[src/rtl/drive_pkg.sv]
// Shared types and default duty table for the drive ramp controller.
package drive_pkg;

    // Drive command codes as emitted by the mode FSM; codes 11..15 decode as STOP.
    typedef enum logic [3:0] {
        DS_STOP     = 4'd0,
        DS_LEFT     = 4'd1,
        DS_RIGHT    = 4'd2,
        DS_SLOW     = 4'd3,
        DS_MEDIUM   = 4'd4,
        DS_FAST     = 4'd5,
        DS_REVERSE  = 4'd6,
        DS_LREVERSE = 4'd7,
        DS_RREVERSE = 4'd8,
        DS_HARD_L   = 4'd9,
        DS_HARD_R   = 4'd10
    } drive_state_e;

    // Per-wheel ramp state.
    typedef enum logic [1:0] {
        WS_RUN   = 2'd0,
        WS_BRAKE = 2'd1,
        WS_DWELL = 2'd2
    } wheel_state_e;

    // Default duty magnitudes.
    localparam int unsigned SLOW_DUTY_DEF   = 80;
    localparam int unsigned MEDIUM_DUTY_DEF = 160;
    localparam int unsigned FAST_DUTY_DEF   = 240;
    localparam int unsigned TURN_DUTY_DEF   = 120;
    localparam int unsigned HARD_DUTY_DEF   = 200;

endpackage

[src/rtl/wheel_ramp.sv]
// Single-wheel duty ramp with brake-to-zero and dwell before direction reversal.
module wheel_ramp
    import drive_pkg::*;
#(
    parameter int unsigned PWM_BITS    = 8,
    parameter int unsigned STEP        = 4,
    parameter int unsigned DWELL_TICKS = 100
) (
    input  logic                clk_50,
    input  logic                rst_n,
    input  logic                tick,
    input  logic                mode_reset,
    input  logic [PWM_BITS-1:0] tgt_mag,
    input  logic                tgt_dir,
    output logic [PWM_BITS-1:0] duty,
    output logic                dir,
    output wheel_state_e        state
);

    localparam int unsigned       CW         = $clog2(DWELL_TICKS + 1);
    localparam logic [CW-1:0]     DWELL_LAST = CW'(DWELL_TICKS - 1);
    localparam logic [PWM_BITS:0] STEP_W     = (PWM_BITS + 1)'(STEP);

    wheel_state_e        state_q, state_d;
    logic [PWM_BITS-1:0] duty_q, duty_d;
    logic                dir_q, dir_d;
    logic [CW-1:0]       cnt_q, cnt_d;

    logic                dir_ok;
    logic [PWM_BITS:0]   duty_w, tgt_w, up_w, dn_w, brake_w;
    logic [PWM_BITS-1:0] toward;
    logic [PWM_BITS-1:0] brake_dn;

    // Step arithmetic, done one bit wider and saturated so nothing wraps.
    always_comb begin
        dir_ok  = (tgt_mag == '0) || (tgt_dir == dir_q);
        duty_w  = {1'b0, duty_q};
        tgt_w   = {1'b0, tgt_mag};
        up_w    = duty_w + STEP_W;
        dn_w    = (duty_w >= tgt_w + STEP_W) ? (duty_w - STEP_W) : tgt_w;
        brake_w = (duty_w >= STEP_W) ? (duty_w - STEP_W) : '0;
        if (duty_q < tgt_mag) begin
            toward = (up_w > tgt_w) ? tgt_mag : up_w[PWM_BITS-1:0];
        end else begin
            toward = dn_w[PWM_BITS-1:0];
        end
        brake_dn = brake_w[PWM_BITS-1:0];
    end

    // State, duty, direction and dwell counter registers.
    always_ff @(posedge clk_50 or negedge rst_n) begin
        if (!rst_n) begin
            state_q <= WS_RUN;
            duty_q  <= '0;
            dir_q   <= 1'b1;
            cnt_q   <= '0;
        end else begin
            state_q <= state_d;
            duty_q  <= duty_d;
            dir_q   <= dir_d;
            cnt_q   <= cnt_d;
        end
    end

    // Next-state decision: mode_reset overrides everything, otherwise move only on tick.
    always_comb begin
        state_d = state_q;
        if (mode_reset) begin
            state_d = WS_DWELL;
        end else if (tick) begin
            case (state_q)
                WS_RUN: begin
                    if (!dir_ok && (duty_q != '0)) state_d = WS_BRAKE;
                end
                WS_BRAKE: begin
                    if (dir_ok)                 state_d = WS_RUN;
                    else if (brake_dn == '0)    state_d = WS_DWELL;
                end
                WS_DWELL: begin
                    if (cnt_q == DWELL_LAST)    state_d = WS_RUN;
                end
                default: state_d = WS_RUN;
            endcase
        end
    end

    // Duty, direction and dwell-count updates for the current state.
    always_comb begin
        duty_d = duty_q;
        dir_d  = dir_q;
        cnt_d  = cnt_q;
        if (mode_reset) begin
            duty_d = '0;
            cnt_d  = '0;
        end else if (tick) begin
            case (state_q)
                WS_RUN: begin
                    if (dir_ok)              duty_d = toward;
                    else if (duty_q == '0)   dir_d  = tgt_dir;
                end
                WS_BRAKE: begin
                    // Returning to the old direction resumes from the present duty.
                    if (!dir_ok) begin
                        duty_d = brake_dn;
                        cnt_d  = '0;
                    end
                end
                WS_DWELL: begin
                    if (cnt_q == DWELL_LAST) begin
                        if (tgt_mag != '0) dir_d = tgt_dir;
                    end else begin
                        cnt_d = cnt_q + CW'(1);
                    end
                end
                default: ;
            endcase
        end
    end

    assign duty  = duty_q;
    assign dir   = dir_q;
    assign state = state_q;

endmodule

[src/rtl/drive_ramp_controller.sv]
// Drive command to per-wheel direction/PWM with slew-limited ramping.
module drive_ramp_controller
    import drive_pkg::*;
#(
    parameter int unsigned PWM_BITS    = 8,
    parameter int unsigned RAMP_DIV    = 50000,
    parameter int unsigned STEP        = 4,
    parameter int unsigned DWELL_TICKS = 100,
    parameter int unsigned SLOW_DUTY   = SLOW_DUTY_DEF,
    parameter int unsigned MEDIUM_DUTY = MEDIUM_DUTY_DEF,
    parameter int unsigned FAST_DUTY   = FAST_DUTY_DEF,
    parameter int unsigned TURN_DUTY   = TURN_DUTY_DEF,
    parameter int unsigned HARD_DUTY   = HARD_DUTY_DEF
) (
    input  logic                clk_50,
    input  logic                rst_n,
    input  logic [3:0]          drive_state,
    input  logic                mode_reset,
    output logic                pwm_l,
    output logic                pwm_r,
    output logic                dir_l,
    output logic                dir_r,
    output logic [PWM_BITS-1:0] duty_l,
    output logic [PWM_BITS-1:0] duty_r,
    output logic                busy
);

    localparam int unsigned         PW     = $clog2(RAMP_DIV + 1);
    localparam logic [PW-1:0]       P_LAST = PW'(RAMP_DIV - 1);
    localparam logic [PWM_BITS-1:0] SLOW_M = PWM_BITS'(SLOW_DUTY);
    localparam logic [PWM_BITS-1:0] MED_M  = PWM_BITS'(MEDIUM_DUTY);
    localparam logic [PWM_BITS-1:0] FAST_M = PWM_BITS'(FAST_DUTY);
    localparam logic [PWM_BITS-1:0] TURN_M = PWM_BITS'(TURN_DUTY);
    localparam logic [PWM_BITS-1:0] HARD_M = PWM_BITS'(HARD_DUTY);

    logic [PW-1:0]       presc_q, presc_d;
    logic                tick;
    logic [PWM_BITS-1:0] pwm_cnt_q, pwm_cnt_d;
    logic                pwm_l_q, pwm_l_d, pwm_r_q, pwm_r_d;

    logic [PWM_BITS-1:0] tgt_mag_l, tgt_mag_r;
    logic                tgt_dir_l, tgt_dir_r;
    wheel_state_e        st_l, st_r;

    // Ramp prescaler: one-cycle tick every RAMP_DIV cycles; PWM counter free-runs.
    always_comb begin
        tick      = (presc_q == P_LAST);
        presc_d   = tick ? '0 : presc_q + PW'(1);
        pwm_cnt_d = pwm_cnt_q + PWM_BITS'(1);
        pwm_l_d   = (pwm_cnt_q < duty_l);
        pwm_r_d   = (pwm_cnt_q < duty_r);
    end

    // Prescaler, PWM counter and registered PWM outputs.
    always_ff @(posedge clk_50 or negedge rst_n) begin
        if (!rst_n) begin
            presc_q   <= '0;
            pwm_cnt_q <= '0;
            pwm_l_q   <= 1'b0;
            pwm_r_q   <= 1'b0;
        end else begin
            presc_q   <= presc_d;
            pwm_cnt_q <= pwm_cnt_d;
            pwm_l_q   <= pwm_l_d;
            pwm_r_q   <= pwm_r_d;
        end
    end

    // Drive command to signed per-wheel target (magnitude + direction, 1=forward).
    always_comb begin
        tgt_mag_l = '0;
        tgt_mag_r = '0;
        tgt_dir_l = 1'b1;
        tgt_dir_r = 1'b1;
        case (drive_state)
            DS_LEFT:     tgt_mag_r = TURN_M;
            DS_RIGHT:    tgt_mag_l = TURN_M;
            DS_SLOW: begin
                tgt_mag_l = SLOW_M;
                tgt_mag_r = SLOW_M;
            end
            DS_MEDIUM: begin
                tgt_mag_l = MED_M;
                tgt_mag_r = MED_M;
            end
            DS_FAST: begin
                tgt_mag_l = FAST_M;
                tgt_mag_r = FAST_M;
            end
            DS_REVERSE: begin
                tgt_mag_l = SLOW_M;
                tgt_mag_r = SLOW_M;
                tgt_dir_l = 1'b0;
                tgt_dir_r = 1'b0;
            end
            DS_LREVERSE: begin
                tgt_mag_r = TURN_M;
                tgt_dir_r = 1'b0;
            end
            DS_RREVERSE: begin
                tgt_mag_l = TURN_M;
                tgt_dir_l = 1'b0;
            end
            DS_HARD_L: begin
                tgt_mag_l = HARD_M;
                tgt_mag_r = HARD_M;
                tgt_dir_l = 1'b0;
            end
            DS_HARD_R: begin
                tgt_mag_l = HARD_M;
                tgt_mag_r = HARD_M;
                tgt_dir_r = 1'b0;
            end
            default: ;
        endcase
    end

    wheel_ramp #(
        .PWM_BITS    (PWM_BITS),
        .STEP        (STEP),
        .DWELL_TICKS (DWELL_TICKS)
    ) u_wheel_l (
        .clk_50     (clk_50),
        .rst_n      (rst_n),
        .tick       (tick),
        .mode_reset (mode_reset),
        .tgt_mag    (tgt_mag_l),
        .tgt_dir    (tgt_dir_l),
        .duty       (duty_l),
        .dir        (dir_l),
        .state      (st_l)
    );

    wheel_ramp #(
        .PWM_BITS    (PWM_BITS),
        .STEP        (STEP),
        .DWELL_TICKS (DWELL_TICKS)
    ) u_wheel_r (
        .clk_50     (clk_50),
        .rst_n      (rst_n),
        .tick       (tick),
        .mode_reset (mode_reset),
        .tgt_mag    (tgt_mag_r),
        .tgt_dir    (tgt_dir_r),
        .duty       (duty_r),
        .dir        (dir_r),
        .state      (st_r)
    );

    // Busy whenever either wheel is braking/dwelling or not yet at its target.
    always_comb begin
        busy = (st_l != WS_RUN) || (st_r != WS_RUN) ||
               (duty_l != tgt_mag_l) || (duty_r != tgt_mag_r);
    end

    assign pwm_l = pwm_l_q;
    assign pwm_r = pwm_r_q;

endmodule
[config.mk]
export PLATFORM = sky130hd
export DESIGN_NAME = drive_ramp_controller
export DESIGN_NICKNAME = d
export VERILOG_FILES = /design/src/rtl/drive_pkg.sv /design/src/rtl/wheel_ramp.sv /design/src/rtl/drive_ramp_controller.sv
export SDC_FILE = /design/constraint.sdc
export NUM_CORES = 1
export LEC_CHECK = 0
export CORE_UTILIZATION = 36
export CTS_BUF_LIST = sky130_fd_sc_hd__clkbuf_4 sky130_fd_sc_hd__clkbuf_8
export CTS_CLUSTER_DIAMETER = 60
export DETAILED_ROUTE_END_ITERATION = 8
export PLACE_DENSITY = 0.53
export SLEW_MARGIN = 10
export SYNTH_ARGS = -nofsm -noshare
export SYNTH_HDL_FRONTEND = slang
export SYNTH_HIERARCHICAL = 1
export SYNTH_SLANG_ARGS = --single-unit
[constraint.sdc]
create_clock -name clk_50 -period 3.55 [get_ports clk_50]
set_input_delay 0.5325 -clock clk_50 [delete_from_list [all_inputs] [get_ports clk_50]]
set_output_delay 0.5325 -clock clk_50 [all_outputs]
set_load 0.05 [all_outputs]
After elaboration in Yosys (flattened, before gate mapping)
Cells that the tools add are included.

Output and inout port bits: 21. Latch bits: 0. Memory bits (read-only): 0. RAM bits: 0. Register bits after elaboration: 62. Memories kept: 0.

Divide/modulo/power cells: 0. $mul: 0. Shifts and indexed selects: 0. Eq/ne operators: 41. $add $sub $neg: 10. $lt $le $gt $ge: 10. Bitwise gates (word level): 1. Multiplexer cells: 57. Reductions and logical operators: 44.

Operator list (count): 8-bit 2-to-1 mux (16); 8-bit case mux with 5 select lines (2); 7-bit 2-to-1 mux (8); 8-bit zero test (6); 8-bit by 3-bit adder with 9-bit output (second input constant) (4); 8-bit < comparator (4); 8-bit case mux with 2 select lines (2); 8-bit nonzero test (4); 7-bit case mux with 2 select lines (2); 2-bit 2-to-1 mux (12); 4-bit AND reduction (6); 8-bit by 9-bit >= comparator with 1-bit output (2); 9-bit by 8-bit greater-than comparator with 1-bit output (2); 3-bit by 2-bit inequality test with 1-bit output (second input constant) (6); 16-bit by 1-bit adder with 16-bit output (second input constant) (1); 16-bit equality test (second input constant) (1); 4-bit by 3-bit equality test with 1-bit output (second input constant) (4); 8-bit by 3-bit >= comparator with 1-bit output (second input constant) (2); 16-bit 2-to-1 mux (1); 8-bit inequality test (2); 8-bit by 3-bit subtractor with 8-bit output (second input constant) (2); 7-bit by 1-bit adder with 7-bit output (second input constant) (2); 7-bit equality test (second input constant) (2); 7-bit AND reduction (2); other kinds (23) (68).

Logic depth before layout (Yosys ltp)
Gate-level depths: netlist (run 1).

Depth in word-level cells: 11. Mapped depth: 17. Gate-level depth less buffers: 15.

By module
Netlist (run 1), hierarchy kept.

Modules (own cells, without submodules): wheel_ramp at u_wheel_l (instances 1, cells each 242, area each 2047.0 um^2); drive_ramp_controller (instances 1, cells each 230, area each 2045.7 um^2); wheel_ramp at u_wheel_r (instances 1, cells each 241, area each 1993.2 um^2).

Least setup slack after synthesis (run 1)
No wires, ideal clock.

Path type: input-to-reg. Start: input drive_state[3]. End: register u_wheel_r.duty_q[2] (netlist: u_wheel_r/duty[2]). Setup time: 0.126 ns. Required time: 3.424 ns. Slack: 0.074 ns. Stages on the path: 14. Data arrival time: 3.350 ns. Cell sequence: buf_4 buf_2 nand2b_1 o22ai_1 inv_1 ha_1 inv_1 ha_1 a2111oi_0 o311ai_1 and2_2 a21oi_2 a21oi_1 a221o_1.

Longest elaborated chain between the ends: 11.

Ends and longest elaborated chain: start, declared (RTL line drive_ramp_controller.sv:17) `input logic [3:0] drive_state,`; 4-bit equality test (tied with other cells) (RTL line drive_ramp_controller.sv:75) `case (drive_state)`; 2-bit OR reduction (no source line); 8-bit case mux with 5 select lines (*) (RTL line drive_ramp_controller.sv:75); net tgt_mag_r[3] (RTL line drive_ramp_controller.sv:41) `logic [PWM_BITS-1:0] tgt_mag_l, tgt_mag_r;`; 8-bit by 3-bit adder with 9-bit output (RTL line wheel_ramp.sv:40) `dn_w = (duty_w >= tgt_w + STEP_W) ? (duty_w - STEP_W) : tgt_w;`; 8-bit by 9-bit >= comparator with 1-bit output (RTL line wheel_ramp.sv:40); 8-bit 2-to-1 mux (RTL line wheel_ramp.sv:40); 8-bit 2-to-1 mux (RTL line wheel_ramp.sv:42) `if (duty_q < tgt_mag) begin`; 8-bit 2-to-1 mux (RTL line wheel_ramp.sv:98) `if (dir_ok) duty_d = toward;`; 8-bit case mux with 2 select lines (RTL line wheel_ramp.sv:96) `case (state_q)`; 8-bit 2-to-1 mux (RTL line wheel_ramp.sv:95) `end else if (tick) begin`; 8-bit 2-to-1 mux (RTL line wheel_ramp.sv:92) `if (mode_reset) begin`; end signal, assigned (RTL line wheel_ramp.sv:59) `duty_q <= duty_d;`; end, declared (RTL line wheel_ramp.sv:25) `logic [PWM_BITS-1:0] duty_q, duty_d;`.

The timed path passes the listed nets; every way through them passes the cells marked *. The select of a mux whose other input is x is not followed. A chain may end at the register's enable or synchronous reset.

Worst setup path in the final report (run 1)
Start: input drive_state[1]. End: register u_wheel_l.duty_q[2] (netlist: u_wheel_l/duty[2]).

Longest elaborated chain between the ends: 11.

Ends and longest elaborated chain (RTL line): 4-bit equality test (tied with other cells) (drive_ramp_controller.sv:75); 2-bit OR reduction (no source line); 8-bit case mux with 5 select lines (*) (drive_ramp_controller.sv:75); net tgt_mag_l[7] (drive_ramp_controller.sv:41); 8-bit by 3-bit adder with 9-bit output (wheel_ramp.sv:40); 8-bit by 9-bit >= comparator with 1-bit output (wheel_ramp.sv:40); 8-bit 2-to-1 mux (wheel_ramp.sv:40); 8-bit 2-to-1 mux (wheel_ramp.sv:42); 8-bit 2-to-1 mux (wheel_ramp.sv:98); 8-bit case mux with 2 select lines (wheel_ramp.sv:96); 8-bit 2-to-1 mux (wheel_ramp.sv:95); 8-bit 2-to-1 mux (wheel_ramp.sv:92); end signal, assigned (wheel_ramp.sv:59); end, declared (wheel_ramp.sv:25).

Marks and branches as above.

==> flow_summary.ini, run 1 <==
[drt]
postRouteAntennaNets = 0
post_drt_wl_per_cell_um = 15.9
dr.pass1.iters = 5
total_via_count_after_detailed_routing = 5904
drt_iter0_markers = 378
detailed_route_vias_per_instance = 5.47
wl_um = 17200
detail_route.drc_violations = 0

[yosys]
synth_compound_gate_area_share = 0.221
synth-xor-area-share = 0.0734
number_of_enable_type_register_cells_in_the_synthesized_netlist = 0
yosysWarnings = 6
post_synth_fa_ha_maj_area_fraction = 0.141
synth.avg_cell_area_um2 = 8.54
synth_cells = 713
synth_area_um2 = 6090
ys_dominant_reg_cell = sky130_fd_sc_hd__dfrtp_1
synthMuxAreaShare = 0.0158
yosys_register_bits = 62
ys_async_sr_fraction = 1.00
dominant_combinational_cell_family_by_area_after_synthesis = simple AND/OR/NAND/NOR gates
post_synth_and_or_nand_nor_area_fraction = 0.244
netlist-cell-type-count = 92
ys_seq_area_frac = 0.255

[floorplanning]
start_util = 0.368
die_area_um2 = 17400
dieHeight_um = 132
chipWidth_um = 132
fp.coreArea_um2 = 16500
rows = 47
boundary_pin_count = 28

[finish]
final_cell_mix = sky130_fd_sc_hd__buf_4 (97), sky130_fd_sc_hd__ha_1 (68), sky130_fd_sc_hd__dfrtp_1 (60), sky130_fd_sc_hd__nor2_1 (49), sky130_fd_sc_hd__nand2_1 (48)
multi_input_comb_area_um2 = 4400
final_net_count = 929
n_fill_cell = 1609
antennaDiodeCount = 0
mostFrequentLayoutCell = sky130_fd_sc_hd__buf_4
instances_no_fill = 1079
layout-area-overhead-vs-synth_pct = 25.1
utilization = 0.461
final_layout_size_suffix_gt1_frac = 0.191
sequential_standard_cell_area_um2 = 1550

[global_routing]
grt_first_pass_wirelength_um = 27900
grt_usage = 0.197
gr_overflow_total = 0
number_of_antenna_violations_at_the_first_check_in_global_routing = 0
grt_max_degree = 45
grt_pass1_vias = 5616

[placed_design]
port_buffers = 27
detailedPlacementHpwl_um = 13000
place.gp.congestion = 0.905
placedCellCount = 1061

[clock_network]
ctsLongestPathBuffers = 2
clockRootBuffer = sky130_fd_sc_hd__clkbuf_8
cts_tree = built
clock_tree_sinks = 62
cts-htree-levels = 3
cts_buffers = 9
worst_skew_pair.late_latency_ps = 360
clkSlewWorstSetupHoldPaths_ps = 80

[job]
max_cap_violations = 0

[critical_path]
required_ps = 3780
slowest_stage = sky130_fd_sc_hd__xnor2_1
worstPathMaxFanout = 7
worstPathArrival_ps = 3550
worstReg2RegEnd = u_wheel_r/duty[0]
r2r_start = u_wheel_r/duty[2]
regToRegSetupSlack_ps = 370
r2r_cells = 12
cp_slowest_stage_delay_ps = 430
critical_path.cell_chain = dlygate4sd2_1, xnor2_1, o21ai_0, inv_1, xnor2_1, ha_1, and3_1, a221o_1, a41oi_4, a311oi_4, nor2_2, o21ai_0, a221o_1
worst_setup_path_end_kind = flop
cp-start-kind = input pin
worstSetupPathType = input pin to flop

[sta]
rsz0062_at_grt = no
period_share = 0.936
worst_slew_pin_slew_ps = 1040
timing.clock.skew_ps = 14.6
fmax_ghz = 0.301
final_max_slew_viol_count = 0
setup-violations-final = 0
normalized_max_slew_margin = 0.307
final_hold_viol_count = 0
finalCriticalPeriod_ps = 3320

[power_and_ir_drop]
power.static_leakage_nw = 3.45
pwr_density_cell_nw_per_um2 = 241
ir_drop_uv = 184

[outcome]
status = completed

[min_path]
min-delay-path-class = input pin to async pin
-- metal layers --
metal  track usage  vias to the layer above  routed length [um]
met5             0                        -                   0
met3        0.0304                       33                 657
li1              -                     2879                   -
met1         0.254                     2825                7870
met2         0.340                      167                8290
met4        0.0575                        0                 336
-- per-stage QoR --
stage / area [um^2] / hold WS (ps) / setup WS [ps] / TNS (ps) / total power, mW
2_1_floorplan: 6170 / 237 / 73.8 / 0 / 1.01
3_5_place_dp: 7320 / 472 / -487 / -5850 / 1.19
4_1_cts: 7530 / 393 / 13.3 / 0 / 1.84
5_1_grt: 7620 / 440 / 78.2 / 0 / 1.94
6_report: 7620 / 355 / 228 / 0 / 1.84
3_3_place_gp: 7320 / 468 / -530 / -5690 / 1.18
-- flip-flops by register name, summed over array words and instances, names as in the netlist --
signal / flops
u_wheel_r/dir: 1
pwm_r: 1
pwm_cnt_q: 8
u_wheel_l/duty: 8
u_wheel_r/state: 2
u_wheel_r/cnt_q: 7
u_wheel_l/cnt_q: 7
pwm_l: 1
u_wheel_l/state: 2
u_wheel_l/dir: 1
presc_q: 16
u_wheel_r/duty: 8
-- how the worst max path moves through the flow --
stage / endpoint / start / slack [ps]
after floorplan: u_wheel_r/duty[2] / drive_state[3] / 70
after global placement: u_wheel_r/duty[2] / drive_state[1] / -530
after detailed placement: u_wheel_r/duty[2] / drive_state[1] / -490
after CTS: u_wheel_l/duty[3] / drive_state[3] / 10
after global routing: u_wheel_l/duty[3] / drive_state[1] / 80
final: u_wheel_l/duty[2] / drive_state[1] / 230
-- cells by family after synthesis --
logic type | count (synthesis)
adder cells (fa/ha/maj) | 69
buffers and inverters | 66
multiplexers | 9
AND/OR/NAND/NOR | 271
other | 1
AO/OA/AOI/OAI | 184
flip-flops | 62
XOR/XNOR | 51
-- Yosys cell counts, types with 5 or more instances --
| library cell | count | area, um^2 |
|---|---|---|
| sky130_fd_sc_hd__and3_1 | 11 | 68.8 |
| sky130_fd_sc_hd__or3_1 | 7 | 43.8 |
| sky130_fd_sc_hd__xnor2_1 | 32 | 280 |
| sky130_fd_sc_hd__buf_2 | 7 | 35.0 |
| sky130_fd_sc_hd__nand3_1 | 47 | 235 |
| sky130_fd_sc_hd__inv_1 | 47 | 176 |
| sky130_fd_sc_hd__nand2b_1 | 19 | 119 |
| sky130_fd_sc_hd__a21o_1 | 14 | 105 |
| sky130_fd_sc_hd__clkbuf_1 | 5 | 18.8 |
| sky130_fd_sc_hd__a221o_1 | 5 | 50.1 |
| sky130_fd_sc_hd__nand4_1 | 8 | 50.1 |
| sky130_fd_sc_hd__a31oi_1 | 14 | 87.6 |
| sky130_fd_sc_hd__nor3_1 | 20 | 100 |
| sky130_fd_sc_hd__nand2_1 | 48 | 180 |
| sky130_fd_sc_hd__o31ai_1 | 8 | 60.1 |
| sky130_fd_sc_hd__a21oi_1 | 25 | 125 |
| sky130_fd_sc_hd__nor2b_1 | 11 | 68.8 |
| sky130_fd_sc_hd__o21ai_0 | 36 | 180 |
| sky130_fd_sc_hd__nor2_1 | 50 | 188 |
| sky130_fd_sc_hd__nor4_1 | 6 | 37.5 |
| sky130_fd_sc_hd__ha_1 | 68 | 851 |
| sky130_fd_sc_hd__xor2_1 | 19 | 166 |
| sky130_fd_sc_hd__dfrtp_1 | 60 | 1500 |
| sky130_fd_sc_hd__o21ai_1 | 11 | 55.1 |
| sky130_fd_sc_hd__a32oi_1 | 6 | 52.6 |
-- worst max-delay path: cells and delay by family --
family          cells  cell delay (ps)
xor+xnor            2              570
fa+ha+maj           1              270
compound gates      6             1340
buf+inv             2              440
simple gates        2              390
-- final cells by class --
type / count / share of cell area
Clock inverter: 6 / 0.00805
Clock buffer: 10 / 0.0181
Inverter: 48 / 0.0237
Tap cell: 220 / 0.0361
Sequential cell: 62 / 0.204
Multi-Input combinational cell: 608 / 0.577
Timing Repair Buffer: 125 / 0.133
-- power by group --
part | internal [mW] | total (mW) | switching, mW
sequential | 0.715 | 0.722 | 0.00682
clock | 0.340 | 0.640 | 0.300
combinational | 0.213 | 0.477 | 0.263
total | 1.27 | 1.84 | 0.570
-- timing repair --
| item | in CTS | in global routing |
|---|---|---|
| buffers inserted | 0 | 2 |
| gates resized for setup | 5 | 18 |
| hold buffers | 0 | 0 |
| cloned | 0 | 0 |
| pin swaps | 0 | 2 |
| setup endpoints to repair | 7 | 16 |
(Power assumes the default switching activity.)
==> run 2: changes to the inputs <==
--- a/config.mk
+++ b/config.mk
@@ -9,6 +9,7 @@
 export CTS_BUF_LIST = sky130_fd_sc_hd__clkbuf_4 sky130_fd_sc_hd__clkbuf_8
 export CTS_CLUSTER_DIAMETER = 60
 export DETAILED_ROUTE_END_ITERATION = 8
+export GPL_ROUTABILITY_DRIVEN = 0
 export PLACE_DENSITY = 0.53
 export SLEW_MARGIN = 10
 export SYNTH_ARGS = -nofsm -noshare
==> run 2 against run 1 <==
Compared with the run above:
- critical endpoint is now u_wheel_l/duty[3]
- largest power group unchanged
- setup slack improved by 120 ps
- highest routed layer unchanged
- sequential power about the same
- via count decreased by 0.81%
- hold slack got worse by 170 ps
- sequential cell count unchanged
- largest cell class unchanged
- first-iteration DRC count decreased by 9.5%
- critical path depth increased by 1
- clock skew increased by 0.96 ps
==> flow_summary.ini, run 2 (same netlist as run 1, synthesis figures left out) <==
[placed_design]
placed_area_um2 = 7350
detailedPlacementHpwl_um = 13100
placedCellCount = 1065
port_buffers = 27

[critical_path]
cp-start-kind = input pin
regToRegSetupSlack_ps = 440
cp_slowest_stage_delay_ps = 350
worst_setup_path_end_kind = flop
worstPathArrival_ps = 3450
slowest_stage = sky130_fd_sc_hd__a221o_1
worstPathBufferInverterCount = 4
critical_path.cell_chain = dlymetal6s2s_1, buf_4, inv_1, a22o_1, or2_2, xnor2_1, ha_1, a21o_1, a221o_1, a41oi_4, a311oi_4, buf_4, o31a_1, o221ai_1
required_ps = 3800
worstReg2RegEnd = u_wheel_r/duty[1]
r2r_start = u_wheel_r/duty[2]
path_common_cell = sky130_fd_sc_hd__buf_4
worstPathMaxFanout = 11
worstSetupPathType = input pin to flop
timing.critical_path.max_delay_family = compound AO/OA/AOI/OAI gates
r2r_cells = 12

[sta]
totalNegativeSetupSlack_ps = 0
final_hold_viol_count = 0
final.hold.worst_slack_ps = 182
normalized_max_slew_margin = 0.582
worst_slew_pin_slew_ps = 622
timing.clock.skew_ps = 15.6
fmax_ghz = 0.313
rsz0062_at_grt = no
period_share = 0.901
finalCriticalPeriod_ps = 3200
final_max_slew_viol_count = 0
setup-violations-final = 0

[global_routing]
grt_usage = 0.202
grt_max_degree = 40
grt_first_pass_wirelength_um = 28700
gr_overflow_total = 0
grt_pass1_vias = 5782
number_of_antenna_violations_at_the_first_check_in_global_routing = 0

[floorplanning]
boundary_pin_count = 28
fp.coreArea_um2 = 16500
dieHeight_um = 132
rows = 47
start_util = 0.368
die_area_um2 = 17400
chipWidth_um = 132

[drt]
detail_route.drc_violations = 0
dr.pass1.iters = 4
total_via_count_after_detailed_routing = 5856
wl_um = 17000
drt_iter0_markers = 342
post_drt_wl_per_cell_um = 15.7
postRouteAntennaNets = 0
detailed_route_vias_per_instance = 5.40

[finish]
design_area_um2 = 7600
final_layout_size_suffix_gt1_frac = 0.189
mostFrequentLayoutCell = sky130_fd_sc_hd__buf_4
largest_register_ffs = 16
final_cell_mix = sky130_fd_sc_hd__buf_4 (103), sky130_fd_sc_hd__ha_1 (68), sky130_fd_sc_hd__dfrtp_1 (60), sky130_fd_sc_hd__nor2_1 (49), sky130_fd_sc_hd__nand2_1 (48)
layout-area-overhead-vs-synth_pct = 24.8
n_fill_cell = 1634
final_net_count = 934
instances_no_fill = 1084
antennaDiodeCount = 0
max_flop_register = presc_q

[clock_network]
clkSlewWorstSetupHoldPaths_ps = 80
holdBufCountCts = 0
ctsLongestPathBuffers = 2
clockRootBuffer = sky130_fd_sc_hd__clkbuf_8
cts_buffers = 9
cts_tree = built
worst_skew_pair.late_latency_ps = 350
cts-htree-levels = 3
clock_tree_sinks = 62

[power_and_ir_drop]
ir_drop_uv = 142
power.net_switching_mw = 0.559
tot_pwr_mw = 1.75
power.static_leakage_nw = 3.46
power_share_of_the_combinational_group = 0.274
p_sw_frac = 0.320
pwr_density_cell_nw_per_um2 = 230
share_seq_of_total_power = 0.413
internal_dissipation_mw = 1.19
power_frac_clock = 0.314

[outcome]
status = completed

[min_path]
min-delay-path-class = input pin to async pin

[job]
max_cap_violations = 0
run 2: what timing repair did:
action | CTS | global route
pin swaps | 0 | 1
endpoints found under the hold margin | 0 | 0
setup endpoints to repair | 7 | 16
buffers inserted | 0 | 3
resized for setup | 3 | 12
run 2: per-stage QoR:
stage | setup WS (ps) | util
finish | 351 | 0.460
CTS | 12.2 | 0.456
global placement | -532 | 0.445
floorplan | 73.8 | -
global route | 160 | 0.460
detailed placement | -550 | 0.445
run 2: worst max-delay path by stage:
stage | slack [ps] | startpoint | cells after the start | end
2_1_floorplan | 70 | drive_state[3] | 14 | u_wheel_r/duty[2]
3_3_place_gp | -530 | drive_state[1] | 15 | u_wheel_r/duty[2]
3_5_place_dp | -550 | drive_state[1] | 15 | u_wheel_r/duty[2]
4_1_cts | 10 | drive_state[3] | 14 | u_wheel_l/duty[2]
5_1_grt | 160 | drive_state[1] | 15 | u_wheel_l/duty[7]
6_report | 350 | drive_state[3] | 14 | u_wheel_l/duty[3]
run 2: layout make-up:
class	count	area (um^2)	share of cell area
clock buffers	10	131	0.0173
clock inverters	6	38.8	0.00511
well taps	220	275	0.0362
flip-flops and latches	62	1550	0.205
inverters	48	180	0.0237
multi-input cells	608	4370	0.575
repair buffers	130	1050	0.138
run 2: power groups by stage:
stage                     registers [mW]  logic, mW  clock network, mW
after CTS                          0.722      0.467              0.571
final                              0.722      0.478              0.548
after floorplan                    0.755      0.251                  0
after global placement             0.735      0.453                  0
after detailed placement           0.735      0.460                  0
after global routing               0.723      0.526              0.609
run 2: metal layers:
metal  up-vias  share of wire  GRT usage
met5         -              0          0
met4         0          0.015     0.0510
met1      2797           0.46      0.261
met3        24          0.036     0.0300
li1       2894              -          -
met2       141           0.49      0.352
